`src/rtl/seq_multiplier.sv`:
```
// Iterative shift-add multiplier for MUL/MULH-class ops in the EX stage.
// One partial-product step per cycle; signed ops run on magnitudes.
module seq_multiplier #(
   parameter int WORD_WIDTH = 32,
   parameter int CNT_WIDTH  = $clog2(WORD_WIDTH) + 1
) (
   input  logic                  i_clk,
   input  logic                  i_rst,
   input  logic                  i_start,
   input  logic                  i_signed,
   input  logic [WORD_WIDTH-1:0] i_A,
   input  logic [WORD_WIDTH-1:0] i_B,
   output logic                  o_busy,
   output logic                  o_done,
   output logic [WORD_WIDTH-1:0] o_productLo,
   output logic [WORD_WIDTH-1:0] o_productHi,
   output logic                  o_overflow
);

   localparam int W = WORD_WIDTH;
   localparam logic [CNT_WIDTH-1:0] LAST =
      CNT_WIDTH'(WORD_WIDTH - 1);
   localparam logic [CNT_WIDTH-1:0] ONE = CNT_WIDTH'(1);

   typedef enum logic [1:0] {
      IDLE,
      RUN,
      FIX,
      DONE
   } state_t;

   state_t state, state_nxt;

   logic [CNT_WIDTH-1:0] cnt;
   logic [W-1:0]         mag_a;
   logic [W-1:0]         acc_hi;
   logic [W-1:0]         acc_lo;
   logic                 neg_res;
   logic                 sgn;

   logic [W-1:0]   abs_a;
   logic [W-1:0]   abs_b;
   logic [W:0]     sum;
   logic [2*W-1:0] full;
   logic [2*W-1:0] fixed;
   logic [W-1:0]   fix_hi;
   logic [W-1:0]   fix_lo;
   logic           ovf;

   always_comb begin
      abs_a = i_A;
      abs_b = i_B;
      if (i_signed && i_A[W-1]) abs_a = -i_A;
      if (i_signed && i_B[W-1]) abs_b = -i_B;
      sum = {1'b0, acc_hi};
      if (acc_lo[0]) sum = {1'b0, acc_hi} + {1'b0, mag_a};
      full  = {acc_hi, acc_lo};
      fixed = neg_res ? -full : full;
      fix_hi = fixed[2*W-1:W];
      fix_lo = fixed[W-1:0];
      // Signed fit means the high word is pure sign extension.
      if (sgn) ovf = (fix_hi != {W{fix_lo[W-1]}});
      else     ovf = (fix_hi != '0);
   end

   always_comb begin
      state_nxt = state;
      unique case (state)
         IDLE: if (i_start) state_nxt = RUN;
         RUN:  if (cnt == LAST) state_nxt = FIX;
         FIX:  state_nxt = DONE;
         DONE: state_nxt = IDLE;
         default: state_nxt = IDLE;
      endcase
   end

   always_ff @(posedge i_clk or posedge i_rst) begin
      if (i_rst) state <= IDLE;
      else       state <= state_nxt;
   end

   always_ff @(posedge i_clk or posedge i_rst) begin
      if (i_rst) begin
         cnt         <= '0;
         mag_a       <= '0;
         acc_hi      <= '0;
         acc_lo      <= '0;
         neg_res     <= 1'b0;
         sgn         <= 1'b0;
         o_productLo <= '0;
         o_productHi <= '0;
         o_overflow  <= 1'b0;
         o_busy      <= 1'b0;
         o_done      <= 1'b0;
      end else begin
         o_busy <= (state_nxt != IDLE);
         o_done <= (state == DONE);
         unique case (state)
            IDLE: begin
               if (i_start) begin
                  mag_a   <= abs_a;
                  acc_lo  <= abs_b;
                  acc_hi  <= '0;
                  cnt     <= '0;
                  sgn     <= i_signed;
                  neg_res <= i_signed & (i_A[W-1] ^ i_B[W-1]);
               end
            end
            RUN: begin
               {acc_hi, acc_lo} <= {sum, acc_lo[W-1:1]};
               cnt <= cnt + ONE;
            end
            FIX: begin
               o_productHi <= fix_hi;
               o_productLo <= fix_lo;
               o_overflow  <= ovf;
            end
            default: ;
         endcase
      end
   end

endmodule

```
`config.mk`:
```
export PLATFORM = sky130hd
export DESIGN_NAME = seq_multiplier
export DESIGN_NICKNAME = d
export VERILOG_FILES = /design/src/rtl/seq_multiplier.sv
export SDC_FILE = /design/constraint.sdc
export NUM_CORES = 1
export LEC_CHECK = 0
export CAP_MARGIN = 0
export CORE_ASPECT_RATIO = 1.25
export CORE_MARGIN = 8
export CORE_UTILIZATION = 55
export CTS_CLUSTER_DIAMETER = 150
export DETAILED_ROUTE_END_ITERATION = 8
export HOLD_SLACK_MARGIN = 0.05
export MAX_ROUTING_LAYER = met4
export PLACE_DENSITY_LB_ADDON = 0.15
export SYNTH_ARGS = -nofsm -noshare
export SYNTH_HDL_FRONTEND = slang
export SYNTH_SLANG_ARGS = --single-unit
```
`constraint.sdc`:
```
create_clock -name i_clk -period 12.2 [get_ports i_clk]
set_input_delay 2.44 -clock i_clk [delete_from_list [all_inputs] [get_ports i_clk]]
set_output_delay 2.44 -clock i_clk [all_outputs]
set_load 0.02 [all_outputs]
```
; Word level (Yosys, flattened, before mapping)
; Index checks and enable logic that the tools add are counted.
[word_totals]
regBits = 173
inputBits = 68
[classes]
muxes = 14
reduce_logical = 8
n_eq_ne = 6
n_bitwise = 2
addsub = 5
[ops]
columns = cell, count
row1 = 2-to-1 mux 32 bit, 4
row2 = case mux 32 bit (2 select lines), 2
row3 = 2-to-1 mux 64 bit, 1
row4 = negator 32 bit, 2
row5 = negator 64 bit, 1
row6 = adder 32 x 32 -> 33 bit, 1
row7 = 2-to-1 mux 33 bit, 1
row8 = != test 32 bit, 1
row9 = nonzero test 32 bit, 1
row10 = case mux 6 bit (2 select lines), 1
row11 = case mux 2 bit (4 select lines), 1
row12 = adder 6 x 1 -> 6 bit (second input constant), 1
row13 = equality test 6 x 5 -> 1 bit (second input constant), 1
row14 = 2-to-1 mux 6 bit, 1
row15 = equality test 2 bit (second input constant), 2
row16 = 2-to-1 mux 2 bit, 2
row17 = AND reduction 2 bit, 2
row18 = nonzero test 2 bit, 2
row19 = equality test 2 x 1 -> 1 bit (second input constant), 1
row20 = logical AND 1 bit, 2
row21 = zero test 2 bit, 1
row22 = != test 2 bit (second input constant), 1
row23 = bitwise AND 1 bit, 1
row24 = 2-to-1 mux 1 bit, 1
row25 = bitwise XOR 1 bit, 1

; Logic depth before layout (Yosys ltp)
; Gate-level depths: netlist of the first run.
[depth]
depth_word = 4
depth_mapped = 13

; Worst setup path after synthesis of the first run
; OpenSTA, ideal clock, no wires.
[synth_timing]
path_kind = input -> register
startpoint = input i_B[1]
endpoint = register acc_lo[27]
t_arrival_ns = 4.995
path_buffers = 0
setup_slack_ns = 7.101
path_stages = 9
setup_time_ns = 0.104
cell_sequence = or4_1 -> nor4b_2 -> or3b_1 -> or4b_1 -> nor2_1 -> a21oi_1 -> xnor2_1 -> and3_1 -> a221oi_1
[synth_via]
elab_chain_cells = 4
[synth_lines]
columns = element, line_no
row1 = "start, declared", 12  ; input logic [WORD_WIDTH-1:0] i_B,
row2 = negator 32 bit, 54  ; if (i_signed && i_B[W-1]) abs_b = -i_B;
row3 = 2-to-1 mux 32 bit, 54
row4 = 2-to-1 mux 32 bit, 100  ; if (i_start) begin
row5 = case mux 32 bit (2 select lines), 98  ; unique case (state)
row6 = "end signal, assigned", 102  ; acc_lo <= abs_b;
row7 = "end signal, assigned", 110  ; {acc_hi, acc_lo} <= {sum, acc_lo[W-1:1]};
row8 = "end, declared", 37  ; logic [W-1:0] acc_lo;
; No other way between the ends. The select of a mux whose other input is x is not followed.
; A chain may end at the register's enable or synchronous reset.

; Worst setup path after layout of the first run
; Same ends and word-level chain as after synthesis.

==> impl_metrics.csv, run 1 <==
group,metric,value,unit
global_route,grt_pass1_wl,50400,um
clock_tree,path_clk_slew,0.06,ns
logic_synthesis,synth_cell_types,80,
timing,worst_slew_pin_slew,1.18,ns
run_status,outcome,"complete, no violations",
timing,finClkSkew,0.0106,ns
drt,antenna_left,0,
floorplanning,dieHeight,177,um
timing,setup_viol,0,
worst_setup_path,cp-end-kind,"register",
global_route,grt_pass1_vias,9696,
power,p_leak,5.65,nW
worst_setup_path,critPathArrivalTime,5.80,ns
global_route,grt_use_total,24.2,%
drt,first_pass_iters,5,
logic_synthesis,synth-seq-cells,173,
worst_setup_path,cp_top_family,"simple AND/OR/NAND/NOR gates",
timing,fin_crit_sh,44.9,%
worst_setup_path,path_max_fanout,5,
worst_setup_path,max_stage_delay,0.65,ns
timing,final-hold-violation-count,0,
logic_synthesis,synth_edf_count,0,
global_route,grt_max_degree,122,
clock_tree,cts_hold_buffers,0,
hold_path,hp-class,"reg2reg",
clock_tree,ctsResizeCount,0,
finish,drive_above_1_share,4.91,%
worst_setup_path,path_cells,"clkdlybuf4s50_1 -> or4_1 -> nor4b_2 -> or3b_1 -> or4b_1 -> nor2_1 -> a21oi_1 -> xnor2_1 -> and3_1 -> a221oi_1",
timing,rsz0062_at_grt,"no",
clock_tree,cts-root-buf,"clkbuf_16",
drt,wl_per_cell,17.6,um
worst_setup_path,start_kind,"input pin",
clock_tree,ctsHtreeMaxLevel,4,
floorplanning,num_rows,59,
logic_synthesis,synthArstFlopShare,100,%
worst_setup_path,reg2reg_from,"acc_lo[0]",
timing,clock.fmax,183,MHz
global_route,gr-total-overflow,0,
placed_design,gp_congestion,0.942,
logic_synthesis,ys_seq_area_share,37.8,%
drt,drt_iter0_markers,765,
drt,wirelength,29900,um
clock_tree,numCtsBuffers,17,
floorplanning,fp.dieW,145,um
placed_design,dp_slack,6.36,ns
logic_synthesis,syn-num-nets,1432,
floorplanning,pin_count,135,
power,powerDensity,204,nW/um2
logic_synthesis,synth_ff_type,"dfrtp_1",
logic_synthesis,synth.cell_area,11500,um2
timing,tns,0,ns
flow_run,drv_cap,0,
finish,n_fill_cell,1758,
clock_tree,clock_sinks,173,
logic_synthesis,synth.area.top_cells,"dfrtp_1 (38%), o21ai_0 (7.9%), nand2_1 (6.4%)",
clock_tree,post_cts_buffers,0,
floorplanning,dieArea,25700,um2
clock_tree,cts_tree,"done",
floorplanning,design.core.area,20700,um2
drt,drc_errors,0,
global_route,antenna_found_initial,1,
logic_synthesis,synthCells,1327,
placed_design,dp_hpwl,22400,um
worst_setup_path,cp-startpoint,"i_B[1]",
logic_synthesis,yosysTopAreaCellShare,37.8,%
power,vdd_drop_max,0.000130,V
timing,min_period,5.47,ns
worst_setup_path,crit_path_top_delay_cell,"or4_1",
finish,area_growth,18.8,%
timing,max_slew_margin,21.2,%
timing,maxSlewViolCount,0,
logic_synthesis,syn_area_per_cell,8.64,um2
floorplanning,start_util,55.5,%
hold_path,min_from,"o_productLo[31]",
logic_synthesis,ys_warn_count,0,
worst_setup_path,worstPathRequired,12.53,ns
finish,fin_nets,1518,
worst_setup_path,critical_path_class,"in2reg",
clock_tree,insertion_delay,0.43,ns
logic_synthesis,yosysTopAreaCell,"dfrtp_1",
drt,routed-via-count,10200,
clock_tree,clock_path_buffers,2,
placed_design,port_buffers,134,
timing,layout_setup_ws,6.73,ns
drt,viasPerCell,5.98,
worst_setup_path,cp_num_buf_inv,1,
==> routing by layer <==
layer	vias up	GRT usage, %	part of all wire [%]
li1	5005	-	-
met1	4815	32.0	46
met2	290	37.1	46
met3	54	3.93	4.6
met4	0	9.08	3.1
met5	-	-	0
==> cell families (layout without fill, tap and decap cells) <==
kind of cell | Yosys count | after routing | share of synthesized area, %
buf+inv | 102 | 200 | 3.44
mux | 19 | 19 | 1.69
fa+ha+maj | 37 | 37 | 4.10
xor+xnor | 145 | 145 | 11.1
simple gates | 437 | 437 | 19.1
flops | 173 | 173 | 37.8
other cells | 0 | 1 | 0
compound gates | 414 | 414 | 22.8
==> placed cells by master (no fill, tap or decap), drive strengths merged, types with 7 or more instances in the layout <==
cell,Yosys,routed
nand2,194,194
o21ai,187,187
dfrtp,173,173
clkdlybuf4s50,0,134
xor2,75,75
xnor2,70,70
nor2,58,58
a21oi,49,49
ha,36,36
o31ai,31,31
a22oi,30,30
inv,26,29
nand3,27,27
nor3,24,24
clkbuf,61,19
o41ai,18,18
nand2b,18,18
or4,17,17
nor4,17,17
or3,16,16
a21o,16,16
mux2i,16,16
nand4,14,14
a31oi,11,11
a32oi,10,10
and3,9,9
buf,15,9
o21a,8,8
a41oi,8,8
nor2b,7,7
and2,7,7
==> worst register-to-register path: cells and delay by family, from the launching register on <==
| family | cells | cell delay, ns |
|---|---|---|
| flip-flops | 1 | 0.41 |
| XOR/XNOR | 1 | 0.19 |
| adder cells (fa/ha/maj) | 1 | 0.22 |
| AND/OR/NAND/NOR | 4 | 1.74 |
| buffers and inverters | 3 | 0.68 |
| AO/OA/AOI/OAI | 4 | 1.08 |
==> cell usage after synthesis (15+ instances only) <==
master and number:
or4_1 15, xor2_1 75, xnor2_1 70, nand3_1 26, clkbuf_1 61, ha_1 36
a22oi_1 30, o31ai_1 29, a21o_1 16, a21oi_1 49, or3_1 16, nor2_1 57
mux2i_1 16, nand2_1 194, dfrtp_1 173, nand2b_1 18, inv_1 26, nor3_1 22
o21ai_0 182, o41ai_1 17
==> path summary, 6_finish.rpt <==
kind	endpoint	slack [ns]	cells past startpoint
max	acc_lo[27]	6.73	10
min	o_productLo[31]	0.47	2
max reg2reg	o_overflow	7.77	13
min reg2reg	o_productLo[31]	0.47	2
max in group asynchronous	mag_a[12]	8.28	3
min in group asynchronous	o_productHi[0]	2.59	2
==> area by class of cell <==
class,count,area [um2],share of cell area [%]
clock buffer,19,453,3.32
multi-input combinational,1052,6750,49.6
tap,274,343,2.52
antenna,1,2.50,0.0184
sequential,173,4330,31.8
timing repair buffer,143,1410,10.3
inverter,26,103,0.753
clock inverter,12,231,1.70
==> registers in the layout, indices dropped and copies added, names as in the netlist <==
signal and count:
sgn 1, o_productHi 32, o_overflow 1, mag_a 32
o_productLo 32, acc_lo 32, acc_hi 32, o_busy 1
o_done 1, neg_res 1, cnt 6, state 2
==> power breakdown <==
group	switching, W	internal (W)	total [W]
Clock	0.000231	0.000397	0.000628
Sequential	0.000229	0.000718	0.000947
Combinational	0.000674	0.000526	0.00120
Total	0.00113	0.00164	0.00277
==> through the flow <==
stage	power, W	util (%)	cell area [um2]	hold slack, ns	instances
5_1_grt	0.00296	65.9	13600	0.503	1700
2_1_floorplan	0.00179	-	11500	0.453	1327
6_report	0.00277	65.9	13600	0.472	1700
3_5_place_dp	0.00213	62.6	12900	0.464	1668
3_3_place_gp	0.00211	62.6	12900	0.458	1668
4_1_cts	0.00277	65.9	13600	0.479	1699
Power figures use the tool's default switching activity.
==> run 2, diff against run 1 <==
==> constraint.sdc (replaced) <==
create_clock -name i_clk -period 5.35 [get_ports i_clk]
set_input_delay 1.07 -clock i_clk [delete_from_list [all_inputs] [get_ports i_clk]]
set_output_delay 1.07 -clock i_clk [all_outputs]
set_load 0.02 [all_outputs]
==> run 2 against run 1 <==
Compared with the run above:
- setup slack worse by 5.6 ns
- clock-buffer cell count is 1 higher
- core utilization is 0.36 points lower
- routed wire length is 3.5% higher
- register-to-register slack worse by 6.6 ns
- die area stayed put
- final cell count is 0.47% higher
- sequential cell count stayed put
- sequential share of layout area is 0.17 points higher
- sequential power is 130% higher
- clock skew is 0.0024 ns higher
==> impl_metrics.csv, run 2 (synthesis gave the netlist of run 1 again) <==
group,metric,value,unit
timing,rsz0062_at_grt,"no",
worst_setup_path,cp-end-kind,"register",
floorplanning,pin_count,135,
power,clkPwrFrac,19.7,%
timing,setup_viol,0,
floorplanning,start_util,55.5,%
timing,fin_crit_sh,79.0,%
placed_design,dp_slack,0.883,ns
hold_path,hp-class,"reg2reg",
global_route,grt_pass1_vias,10000,
power,p_leak,5.60,nW
floorplanning,dieArea,25700,um2
drt,drt_iter0_markers,790,
clock_tree,insertion_delay,0.43,ns
clock_tree,clock_path_buffers,2,
placed_design,dp_hpwl,23600,um
worst_setup_path,critPathArrivalTime,4.53,ns
floorplanning,num_rows,59,
global_route,grt_pass1_wl,51800,um
worst_setup_path,r2r_cells,9,
worst_setup_path,critical_path_class,"reg2reg",
clock_tree,cts_hold_buffers,0,
worst_setup_path,crit_path_top_delay_cell,"or4_1",
timing,max_slew_margin,29.6,%
timing,finClkSkew,0.0130,ns
global_route,grt_max_degree,120,
power,powerDensity,451,nW/um2
timing,tns,0,ns
worst_setup_path,reg2reg_from,"acc_lo[28]",
placed_design,gp_congestion,0.993,
clock_tree,path_clk_slew,0.07,ns
placed_design,port_buffers,134,
finish,fin_util,65.6,%
drt,wl_per_cell,18.1,um
clock_tree,clock_sinks,173,
timing,hold_ws,0.476,ns
power,combPwrFrac,45.0,%
drt,first_pass_iters,5,
drt,wirelength,31000,um
worst_setup_path,path_cells,"or4_1 -> nor2_1 -> nand4_1 -> o41ai_1 -> xnor2_1 -> nand3_1 -> or4_1 -> a2111oi_2 -> a211oi_1",
finish,fin_nets,1523,
power,p_seq_share,35.3,%
hold_path,holdPathEnd,"o_productLo[16]",
hold_path,hold_depth,2,
clock_tree,post_cts_buffers,0,
floorplanning,dieHeight,177,um
timing,min_period,4.23,ns
finish,mostFrequentLayoutCells,"nand2_1 (193), o21ai_0 (182), dfrtp_1 (173)",
worst_setup_path,worstPathRequired,5.65,ns
worst_setup_path,ff2ff_setup_slack,1.12,ns
clock_tree,cts-root-buf,"clkbuf_16",
clock_tree,ctsHtreeMaxLevel,4,
flow_run,drv_cap,0,
power,vdd_drop_max,0.000311,V
global_route,grt_use_total,25.2,%
run_status,outcome,"complete, no violations",
finish,drive_above_1_share,5.24,%
global_route,gr-total-overflow,0,
power,p_sw_share,42.7,%
worst_setup_path,path_max_fanout,11,
timing,final-hold-violation-count,0,
finish,final_common_cell,"nand2_1",
floorplanning,design.core.area,20700,um2
clock_tree,cts_tree,"done",
worst_setup_path,cp_top_family,"simple AND/OR/NAND/NOR gates",
power,p_total,0.00612,W
drt,drc_errors,0,
worst_setup_path,cp_num_buf_inv,0,
drt,viasPerCell,5.99,
timing,worst_slew_pin_slew,1.06,ns
power,switchingPower,0.00261,W
power,p_int,0.00351,W
worst_setup_path,start_kind,"register",
global_route,antenna_found_initial,3,
worst_setup_path,max_stage_delay,0.78,ns
clock_tree,ctsResizeCount,0,
hold_path,min_from,"o_productLo[16]",
worst_setup_path,cpMostUsedCell,"or4_1",
finish,area_growth,18.2,%
timing,maxSlewViolCount,0,
floorplanning,fp.dieW,145,um
timing,clock.fmax,237,MHz
timing,layout_setup_ws,1.12,ns
clock_tree,numCtsBuffers,17,
drt,antenna_left,0,
drt,routed-via-count,10200,
worst_setup_path,r2r-end,"o_overflow",
-- run 2: cell count changes in the layout (fill, tap and decap cells not counted), sizes merged --
cell,before,now
clkinvlp,1,6
clkbuf,19,20
clkinv,2,4
bufinv,6,1
diode,1,3
buf,9,14
inv,29,27
-- run 2: worst max path at each step --
stage	from	end	slack, ns	cells after the start
floorplan	i_B[1]	acc_lo[27]	1.62	9
global placement	i_B[1]	acc_lo[27]	0.92	10
detailed placement	i_B[0]	acc_lo[27]	0.88	10
CTS	acc_lo[28]	o_overflow	1.21	9
global route	acc_lo[28]	o_overflow	0.92	9
finish	acc_lo[28]	o_overflow	1.12	9
-- run 2: metrics by stage --
stage / std cells / instance area (um2)
after floorplan: 1327 / 11500
after global placement: 1673 / 13000
after global routing: 1708 / 13500
final: 1708 / 13500
after detailed placement: 1673 / 13000
after CTS: 1705 / 13500
-- run 2: cell type report --
class | count | area, um2
fill | 1798 | 7120
clock buffer | 20 | 457
multi-input combinational | 1052 | 6750
tap | 274 | 343
inverter | 26 | 101
antenna | 3 | 7.51
sequential | 173 | 4330
timing repair buffer | 148 | 1450
clock inverter | 12 | 113
-- run 2: metal layers --
metal | global-route usage (%) | wire [um] | vias up
met1 | 31.6 | 14000 | 4808
li1 | - | - | 5017
met5 | - | 0 | -
met4 | 11.3 | 1150 | 0
met2 | 39.5 | 14300 | 339
met3 | 4.08 | 1540 | 60
-- run 2: worst register-to-register path, stage by stage, from the launching register on --
cell	delay [ns]
dfrtp_1	0.44
or4_1	0.78
nor2_1	0.34
nand4_1	0.56
o41ai_1	0.59
xnor2_1	0.30
nand3_1	0.13
or4_1	0.50
a2111oi_2	0.35
a211oi_1	0.09
-- run 2: power groups by stage --
stage	registers [W]	clock network [W]	logic (W)
finish	0.00216	0.00120	0.00275
global route	0.00221	0.00127	0.00309
CTS	0.00214	0.00122	0.00275
detailed placement	0.00217	0	0.00273
global placement	0.00215	0	0.00267
floorplan	0.00202	0	0.00206
==> run 3, diff against run 2 <==
==> constraint.sdc (replaced) <==
create_clock -name i_clk -period 4.4 [get_ports i_clk]
set_input_delay 0.88 -clock i_clk [delete_from_list [all_inputs] [get_ports i_clk]]
set_output_delay 0.88 -clock i_clk [all_outputs]
set_load 0.02 [all_outputs]
==> run 3 against run 2 <==
Compared with the run above:
- largest power group unchanged
- first-iteration DRC count grew 5.8%
- final cell count grew 0.64%
- setup slack worse by 0.59 ns
- power rose by 24%
- non-clock buffer count is 12 higher
- combinational power up 26%
- highest routed layer unchanged
- register-to-register slack got worse by 0.53 ns
- clock skew barely moved
==> impl_metrics.csv, run 3 (synthesis gave the netlist of run 1 again) <==
group,metric,value,unit
timing,setup_viol,0,
worst_setup_path,r2r_cells,10,
drt,routed-via-count,10300,
drt,drt_iter0_markers,836,
finish,area_growth,19.3,%
clock_tree,clock_sinks,173,
global_route,top_usage_layer,"met2",
clock_tree,insertion_delay,0.44,ns
timing,finClkSkew,0.0131,ns
finish,n_fill_cell,1815,
global_route,grt_pass1_vias,10000,
power,vdd_drop_max,0.000331,V
finish,drive_above_1_share,6.03,%
clock_tree,path_clk_slew,0.07,ns
timing,max_slew_margin,26.3,%
worst_setup_path,cp_top_family,"simple AND/OR/NAND/NOR gates",
worst_setup_path,critPathArrivalTime,4.18,ns
drt,drc_errors,0,
finish,final_common_cell,"nand2_1",
power,p_leak,5.69,nW
clock_tree,cts_hold_buffers,0,
worst_setup_path,max_stage_delay,0.64,ns
clock_tree,clock_path_buffers,2,
placed_design,dp_slack,0.113,ns
worst_setup_path,cp-end-kind,"register",
clock_tree,cts-root-buf,"clkbuf_16",
floorplanning,design.core.area,20700,um2
floorplanning,num_rows,59,
worst_setup_path,path_cells,"clkdlybuf4s50_1 -> or4_1 -> nor4b_2 -> or3b_1 -> or4b_1 -> nor2_1 -> a21oi_1 -> xnor2_1 -> and3_1 -> a221oi_1",
timing,clock.fmax,259,MHz
timing,min_period,3.86,ns
global_route,antenna_found_initial,1,
worst_setup_path,path_depth,10,
placed_design,dp_hpwl,23700,um
floorplanning,dieHeight,177,um
worst_setup_path,cp_num_buf_inv,1,
floorplanning,fp.dieW,145,um
global_route,grt_pass1_wl,52200,um
timing,final-hold-violation-count,0,
timing,maxSlewViolCount,0,
hold_path,hold_depth,2,
power,powerDensity,554,nW/um2
clock_tree,ctsResizeCount,0,
finish,regArea,4330,um2
floorplanning,start_util,55.5,%
flow_run,drv_cap,0,
worst_setup_path,path_max_fanout,5,
finish,multi_input_area,6750,um2
timing,fin_crit_sh,87.8,%
global_route,met1_usage,32.2,%
timing,rsz0062_at_grt,"no",
finish,fin_util,66.2,%
worst_setup_path,worstPathRequired,4.72,ns
floorplanning,dieArea,25700,um2
timing,layout_setup_ws,0.536,ns
drt,viasPerCell,5.98,
worst_setup_path,crit_path_top_delay_cell,"or4_1",
clock_tree,cts_tree,"done",
clock_tree,ctsHtreeMaxLevel,4,
worst_setup_path,start_kind,"input pin",
placed_design,port_buffers,134,
hold_path,hp-class,"reg2reg",
drt,wirelength,31200,um
timing,tns,0,ns
clock_tree,numCtsBuffers,17,
global_route,grt_use_total,25.3,%
placed_design,gp_congestion,0.951,
timing,worst_slew_pin_slew,1.11,ns
finish,fin_nets,1535,
power,p_total,0.00758,W
worst_setup_path,critical_path_class,"in2reg",
global_route,met2_usage,40.4,%
run_status,outcome,"complete, no violations",
drt,antenna_left,0,
global_route,grt_max_degree,174,
drt,first_pass_iters,6,
finish,mostFrequentLayoutCells,"nand2_1 (193), o21ai_0 (182), dfrtp_1 (173)",
global_route,gr-total-overflow,0,
drt,wl_per_cell,18.2,um
clock_tree,post_cts_buffers,0,
floorplanning,pin_count,135,
global_route,met3_usage,3.88,%
## run 3: cell count changes in the layout (fill, tap and decap cells not counted), sizes merged
| cell | previous run | this run |
|---|---|---|
| buf | 14 | 26 |
| inv | 27 | 31 |
| clkinvlp | 6 | 3 |
| bufinv | 1 | 2 |
| clkbuf | 20 | 19 |
| clkinv | 4 | 3 |
| diode | 3 | 2 |
## run 3: stage by stage
step                      hold slack [ns]  cells  cell area [um2]
after global placement              0.458   1685            13100
final                               0.477   1719            13700
after detailed placement            0.465   1685            13100
after floorplan                     0.453   1327            11500
after global routing                0.500   1718            13700
after CTS                           0.481   1717            13700
## run 3: final cells by class
cell class / count / share of cell area, %
antenna: 2 / 0.0366
clock buffer: 19 / 3.24
clock inverter: 13 / 1.13
inverter: 26 / 0.741
multi-input combinational: 1052 / 49.4
sequential: 173 / 31.7
tap: 274 / 2.51
timing repair buffer: 160 / 11.3
## run 3: final timing paths
check | start | endpoint | slack [ns]
max in group asynchronous | i_rst | acc_lo[16] | 2.58
max | i_B[1] | acc_lo[27] | 0.54
min reg2reg | o_productHi[15] | o_productHi[15] | 0.48
min | o_productHi[15] | o_productHi[15] | 0.48
max reg2reg | acc_lo[28] | o_overflow | 0.59
min in group asynchronous | i_rst | o_productHi[0] | 0.99
## run 3: power breakdown
group | internal, W | total [W] | switching (W)
Sequential | 0.00199 | 0.00257 | 0.000581
Clock | 0.000867 | 0.00154 | 0.000669
Combinational | 0.00151 | 0.00347 | 0.00197
Total | 0.00436 | 0.00758 | 0.00322
## run 3: worst min-delay path, cell delays in order (launching register included)
cell,delay [ns]
dfrtp_1,0.34
nand2_1,0.04
o21ai_0,0.06
## run 3: per-layer routing
metal	vias to the layer above	part of all wire (%)
li1	5055	-
met1	4880	45
met2	299	48
met3	46	4.8
met4	0	2.7
met5	-	0
